**config.mk**
```make
export PLATFORM = sky130hd
export DESIGN_NAME = hazard_ctrl_unit
export DESIGN_NICKNAME = d
export VERILOG_FILES = /design/src/rtl/hazard_pkg.sv /design/src/rtl/sat_counter.sv /design/src/rtl/hazard_ctrl_unit.sv
export SDC_FILE = /design/constraint.sdc
export NUM_CORES = 1
export LEC_CHECK = 0
export BUFFER_PORTS_ARGS = -buffer_cell sky130_fd_sc_hd__clkbuf_2
export CORE_AREA = 2 2 76 78
export CTS_CLUSTER_DIAMETER = 80
export CTS_CLUSTER_SIZE = 40
export DETAILED_ROUTE_END_ITERATION = 12
export DIE_AREA = 0 0 78 80
export PLACE_DENSITY_LB_ADDON = 0.15
export SLEW_MARGIN = 15
export SYNTH_ARGS = -nofsm -noshare
export SYNTH_HDL_FRONTEND = slang
export SYNTH_SLANG_ARGS = --single-unit
export TNS_END_PERCENT = 100
```
**constraint.sdc**
```tcl
create_clock -name clk_i -period 4.3 [get_ports clk_i]
set_input_delay 0.43 -clock clk_i [delete_from_list [all_inputs] [get_ports clk_i]]
set_output_delay 0.43 -clock clk_i [all_outputs]
set_load 0.005 [all_outputs]
```
**src/rtl/hazard_pkg.sv**
```systemverilog
// Shared types and constants for the pipeline hazard controller.
package hazard_pkg;

   localparam int REG_AW_DEF = 5;
   localparam int X0_ADDR    = 0;

   typedef enum logic [0:0] {
      ST_RUN  = 1'b0,
      ST_WAIT = 1'b1
   } hz_state_e;

endpackage : hazard_pkg

```
**src/rtl/sat_counter.sv**
```systemverilog
// Up-counter that sticks at its all-ones value instead of wrapping.
module sat_counter #(
   parameter int W = 16
) (
   input  logic         clk_i,
   input  logic         clear_i,
   input  logic         inc_i,
   output logic [W-1:0] cnt_o
);

   logic [W-1:0] cnt_q;
   logic [W-1:0] cnt_d;

   always_comb begin
      cnt_d = cnt_q;
      if (inc_i && (cnt_q != {W{1'b1}})) begin
         cnt_d = cnt_q + 1'b1;
      end
   end

   always_ff @(posedge clk_i) begin
      if (clear_i) begin
         cnt_q <= '0;
      end else begin
         cnt_q <= cnt_d;
      end
   end

   assign cnt_o = cnt_q;

endmodule : sat_counter

```
**src/rtl/hazard_ctrl_unit.sv**
```systemverilog
// Load-use hazard detection plus a pipeline freeze FSM for outstanding
// data-memory accesses, with a wait watchdog and saturating event counters.
module hazard_ctrl_unit
   import hazard_pkg::*;
#(
   parameter int REG_AW  = REG_AW_DEF,
   parameter int TIMEOUT = 64,
   parameter int CNT_W   = 16
) (
   input  logic              clk_i,
   input  logic              rst_i,
   input  logic [REG_AW-1:0] rs1_addr_i,
   input  logic [REG_AW-1:0] rs2_addr_i,
   input  logic              rs1_used_i,
   input  logic              rs2_used_i,
   input  logic              ex_memread_i,
   input  logic [REG_AW-1:0] ex_rd_i,
   input  logic              mem_req_i,
   input  logic              mem_ready_i,
   output logic              pc_write_o,
   output logic              ifid_stall_o,
   output logic              noop_o,
   output logic              freeze_o,
   output logic              timeout_o,
   output logic [CNT_W-1:0]  lu_cnt_o,
   output logic [CNT_W-1:0]  frz_cnt_o
);

   localparam int WCW = $clog2(TIMEOUT + 1);
   localparam logic [WCW-1:0] TIMEOUT_C = WCW'(TIMEOUT);
   localparam logic [WCW-1:0] ONE_C     = WCW'(1);

   hz_state_e      state_q, state_d;
   logic [WCW-1:0] wait_cnt_q, wait_cnt_d;
   logic           timeout_q, timeout_d;
   logic           freeze_raw;
   logic           freeze_c;
   logic           lu_hit;
   logic           noop_c;

   assign lu_hit = ex_memread_i && (ex_rd_i != REG_AW'(X0_ADDR)) &&
                   ((rs1_used_i && (rs1_addr_i == ex_rd_i)) ||
                    (rs2_used_i && (rs2_addr_i == ex_rd_i)));

   always_comb begin
      state_d    = state_q;
      wait_cnt_d = wait_cnt_q;
      timeout_d  = timeout_q;
      freeze_raw = 1'b0;
      case (state_q)
         ST_RUN: begin
            if (mem_req_i && !mem_ready_i) begin
               freeze_raw = 1'b1;
               state_d    = ST_WAIT;
               wait_cnt_d = ONE_C;
            end
         end
         ST_WAIT: begin
            // The abort cycle itself is not frozen, so a timed-out access
            // holds the pipe for exactly TIMEOUT cycles.
            if (mem_ready_i) begin
               state_d = ST_RUN;
            end else if (wait_cnt_q == TIMEOUT_C) begin
               state_d   = ST_RUN;
               timeout_d = 1'b1;
            end else begin
               freeze_raw = 1'b1;
               wait_cnt_d = wait_cnt_q + 1'b1;
            end
         end
         default: begin
            state_d = ST_RUN;
         end
      endcase
   end

   always_ff @(posedge clk_i) begin
      if (rst_i) begin
         state_q    <= ST_RUN;
         wait_cnt_q <= '0;
         timeout_q  <= 1'b0;
      end else begin
         state_q    <= state_d;
         wait_cnt_q <= wait_cnt_d;
         timeout_q  <= timeout_d;
      end
   end

   // A freeze holds every stage, so the bubble is masked and the hit
   // is simply seen again once the freeze lifts.
   assign freeze_c = freeze_raw && !rst_i;
   assign noop_c   = lu_hit && !freeze_c && !rst_i;

   assign freeze_o     = freeze_c;
   assign noop_o       = noop_c;
   assign ifid_stall_o = noop_c;
   assign pc_write_o   = !freeze_c && !noop_c;
   assign timeout_o    = timeout_q;

   sat_counter #(
      .W (CNT_W)
   ) u_lu_cnt (
      .clk_i   (clk_i),
      .clear_i (rst_i),
      .inc_i   (noop_c),
      .cnt_o   (lu_cnt_o)
   );

   sat_counter #(
      .W (CNT_W)
   ) u_frz_cnt (
      .clk_i   (clk_i),
      .clear_i (rst_i),
      .inc_i   (freeze_c),
      .cnt_o   (frz_cnt_o)
   );

endmodule : hazard_ctrl_unit

```
==> run metrics <==
DIE AREA 6240 µm²; CP required 3.87 ns; Final setup viols 0; max_cap viols 0; Mapped Area 2082 µm²; CTS root buf clkbuf_8; Crit. Startpoint wait_cnt_q[0]; power per cell area 312.4 nW/µm²; CTS Hold Bufs 0; Reg clk slew, reported paths 0.08 ns; Setup crit end kind output pin; Hold Vio Cnt, Final 0; area delta synth->final 22.84%; critical path arrival 2.21 ns; Hold Crit Class input port to flop; Worst Tran Pin Value 0.7928 ns; # DRC 0; chip width 78 µm; antenna-violating nets left 0; CTS H-tree depth 2; Achievable Freq 379.3 MHz; Slew HR 0.4715; vias per cell 5.056; Async S/R FF share, synth 0; port bufs 58; largest net degree at the start of global routing 40; initial core utilization 0.3852; Max Slew Vio Count 0; TritonCTS clock tree yes; first-pass GRT wire length 7.645 mm; VDD IR-drop max 0.0002556 V; io pins 59; Mapped Cells 241; via count 1881; Critical Path Fanout Max 8; Max clock buf depth 2; post-CTS setup buffer count 0; crit path kind flop to output pin; diode count 0; Tot GR Track Use 0.1514; syn_area_per_cell 8.639 µm²; CTS Buf Count 5; RSZ-0062 raised after global routing false; RR Startpoint wait_cnt_q[0]; Core Rows 27; vias in the first global route 1727; router iterations before antenna repair 4; EDFF count, synth 0; Util after Layout 0.4731; static leakage 0.9728 nW; minimum clock period 2.636 ns; initial antenna violation count 0; Clock Latency Late Sink 0.29 ns; final period utilization 0.6131; routed len/inst 12.06 µm; Seq cells post-synth 41; setup TNS 0 ns; Post-Route Skew 0.007067 ns; nets@finish 325; GRT Residual Overflow 0; drt total wl 4.488 mm; Ys Warns 0; top_reg_cell synth dfxtp_1; Filler Cells Inserted 545; post-synth cell types 41; register area share after synthesis 0.3942; initial DRC count 74; status finished clean; DP HPWL 3.297 mm; startpoint types flop; Sinks on Clock Net 41; post-synthesis net count 267; hold path startpoint mem_ready_i; layout cells sized above 1 0.2433; height of the die 80 µm; Routability Congestion 0.7498; Core Region 5405 µm²; post-CTS sizing 0
per-stage QoR:
step / hold slack, ns / setup slack (ns) / cell area, µm² / cells / total power [mW]
final: 0.4519 / 1.664 / 2557 / 372 / 0.7990
after global routing: 0.4720 / 1.500 / 2557 / 372 / 0.8313
after CTS: 0.4498 / 1.635 / 2557 / 372 / 0.8119
after detailed placement: 0.4807 / 1.597 / 2424 / 364 / 0.4410
after global placement: 0.4634 / 1.619 / 2424 / 364 / 0.4407
after floorplan: 0.4605 / 2.179 / 2082 / 241 / 0.4217
registers in the layout, indices dropped and copies added (netlist names):
name             count
timeout_o            1
u_lu_cnt.cnt_o      16
state_q              1
wait_cnt_q           7
u_frz_cnt.cnt_o     16
final timing paths:
path / to / slack (ns) / cells after the start
worst max-delay path: pc_write_o / 1.66 / 8
worst min-delay path: timeout_o / 0.45 / 4
worst max register to register: u_frz_cnt.cnt_o[8] / 1.76 / 8
worst min register to register: timeout_o / 0.49 / 2
area by class of cell:
type,count,area (µm²),area share
Clock buffer,5,68.82,0.02691
Clock inverter,3,65.06,0.02544
Inverter,6,22.52,0.008806
Multi-Input combinational cell,187,1200,0.4692
Sequential cell,41,820.8,0.3209
Tap cell,72,90.09,0.03523
Timing Repair Buffer,58,290.3,0.1135
placed cells by master (no fill, tap or decap), types with 2 or more instances in the layout:
cell type	instances
a211oi_1	4
a21oi_1	12
and3_1	2
and4_1	2
bufinv_16	2
clkbuf_2	58
clkbuf_8	5
dfxtp_1	41
ha_1	4
inv_1	6
mux2i_1	2
nand2_1	16
nand2b_1	2
nand3_1	19
nand4_1	11
nor2_1	34
nor3_1	5
o21ai_0	8
o31ai_1	7
or3_1	6
or4_1	7
xnor2_1	13
xor2_1	17
worst max-delay path, stage by stage (launching register included):
cell and delay (ns):
dfxtp_1 0.36, inv_1 0.07, ha_1 0.13, and4b_2 0.29
a21oi_4 0.10, nor4b_4 0.47, and2_1 0.30, nor2_1 0.06
clkbuf_2 0.13
logic make-up after synthesis:
family | count (synthesis) | synth area share
multiplexers | 2 | 0.009616
AND/OR/NAND/NOR | 112 | 0.2927
flip-flops | 41 | 0.3942
buffers and inverters | 13 | 0.02944
AO/OA/AOI/OAI | 39 | 0.1238
adder cells (fa/ha/maj) | 4 | 0.02404
XOR/XNOR | 30 | 0.1262
synth_stat cells, types with 5 or more instances:
cell type | count | area, µm²
xor2_1 | 17 | 148.9
o31ai_1 | 7 | 52.55
inv_1 | 6 | 22.52
or4_1 | 7 | 52.55
dfxtp_1 | 41 | 820.8
nor3_1 | 5 | 25.02
xnor2_1 | 13 | 113.9
o21ai_0 | 8 | 40.04
nand2_1 | 16 | 60.06
a21oi_1 | 12 | 60.06
nand4_1 | 11 | 68.82
nand3_1 | 19 | 95.09
nor2_1 | 34 | 127.6
or3_1 | 6 | 37.54
report_power, final:
| group | internal (mW) | total, mW | leakage (nW) | switching [mW] |
|---|---|---|---|---|
| Clock | 0.231 | 0.368 | 0.0681 | 0.137 |
| Sequential | 0.382 | 0.385 | 0.331 | 0.00329 |
| Combinational | 0.0214 | 0.0462 | 0.574 | 0.0248 |
| Total | 0.634 | 0.799 | 0.973 | 0.165 |
layer usage:
metal / track usage / vias up / wire, µm
li1: - / 980 / -
met1: 0.1954 / 866 / 2154
met2: 0.2517 / 33 / 2113
met3: 0.03394 / 2 / 195
met4: 0.04737 / 0 / 25
met5: 0 / - / 0
Power figures use the tool's default switching activity.
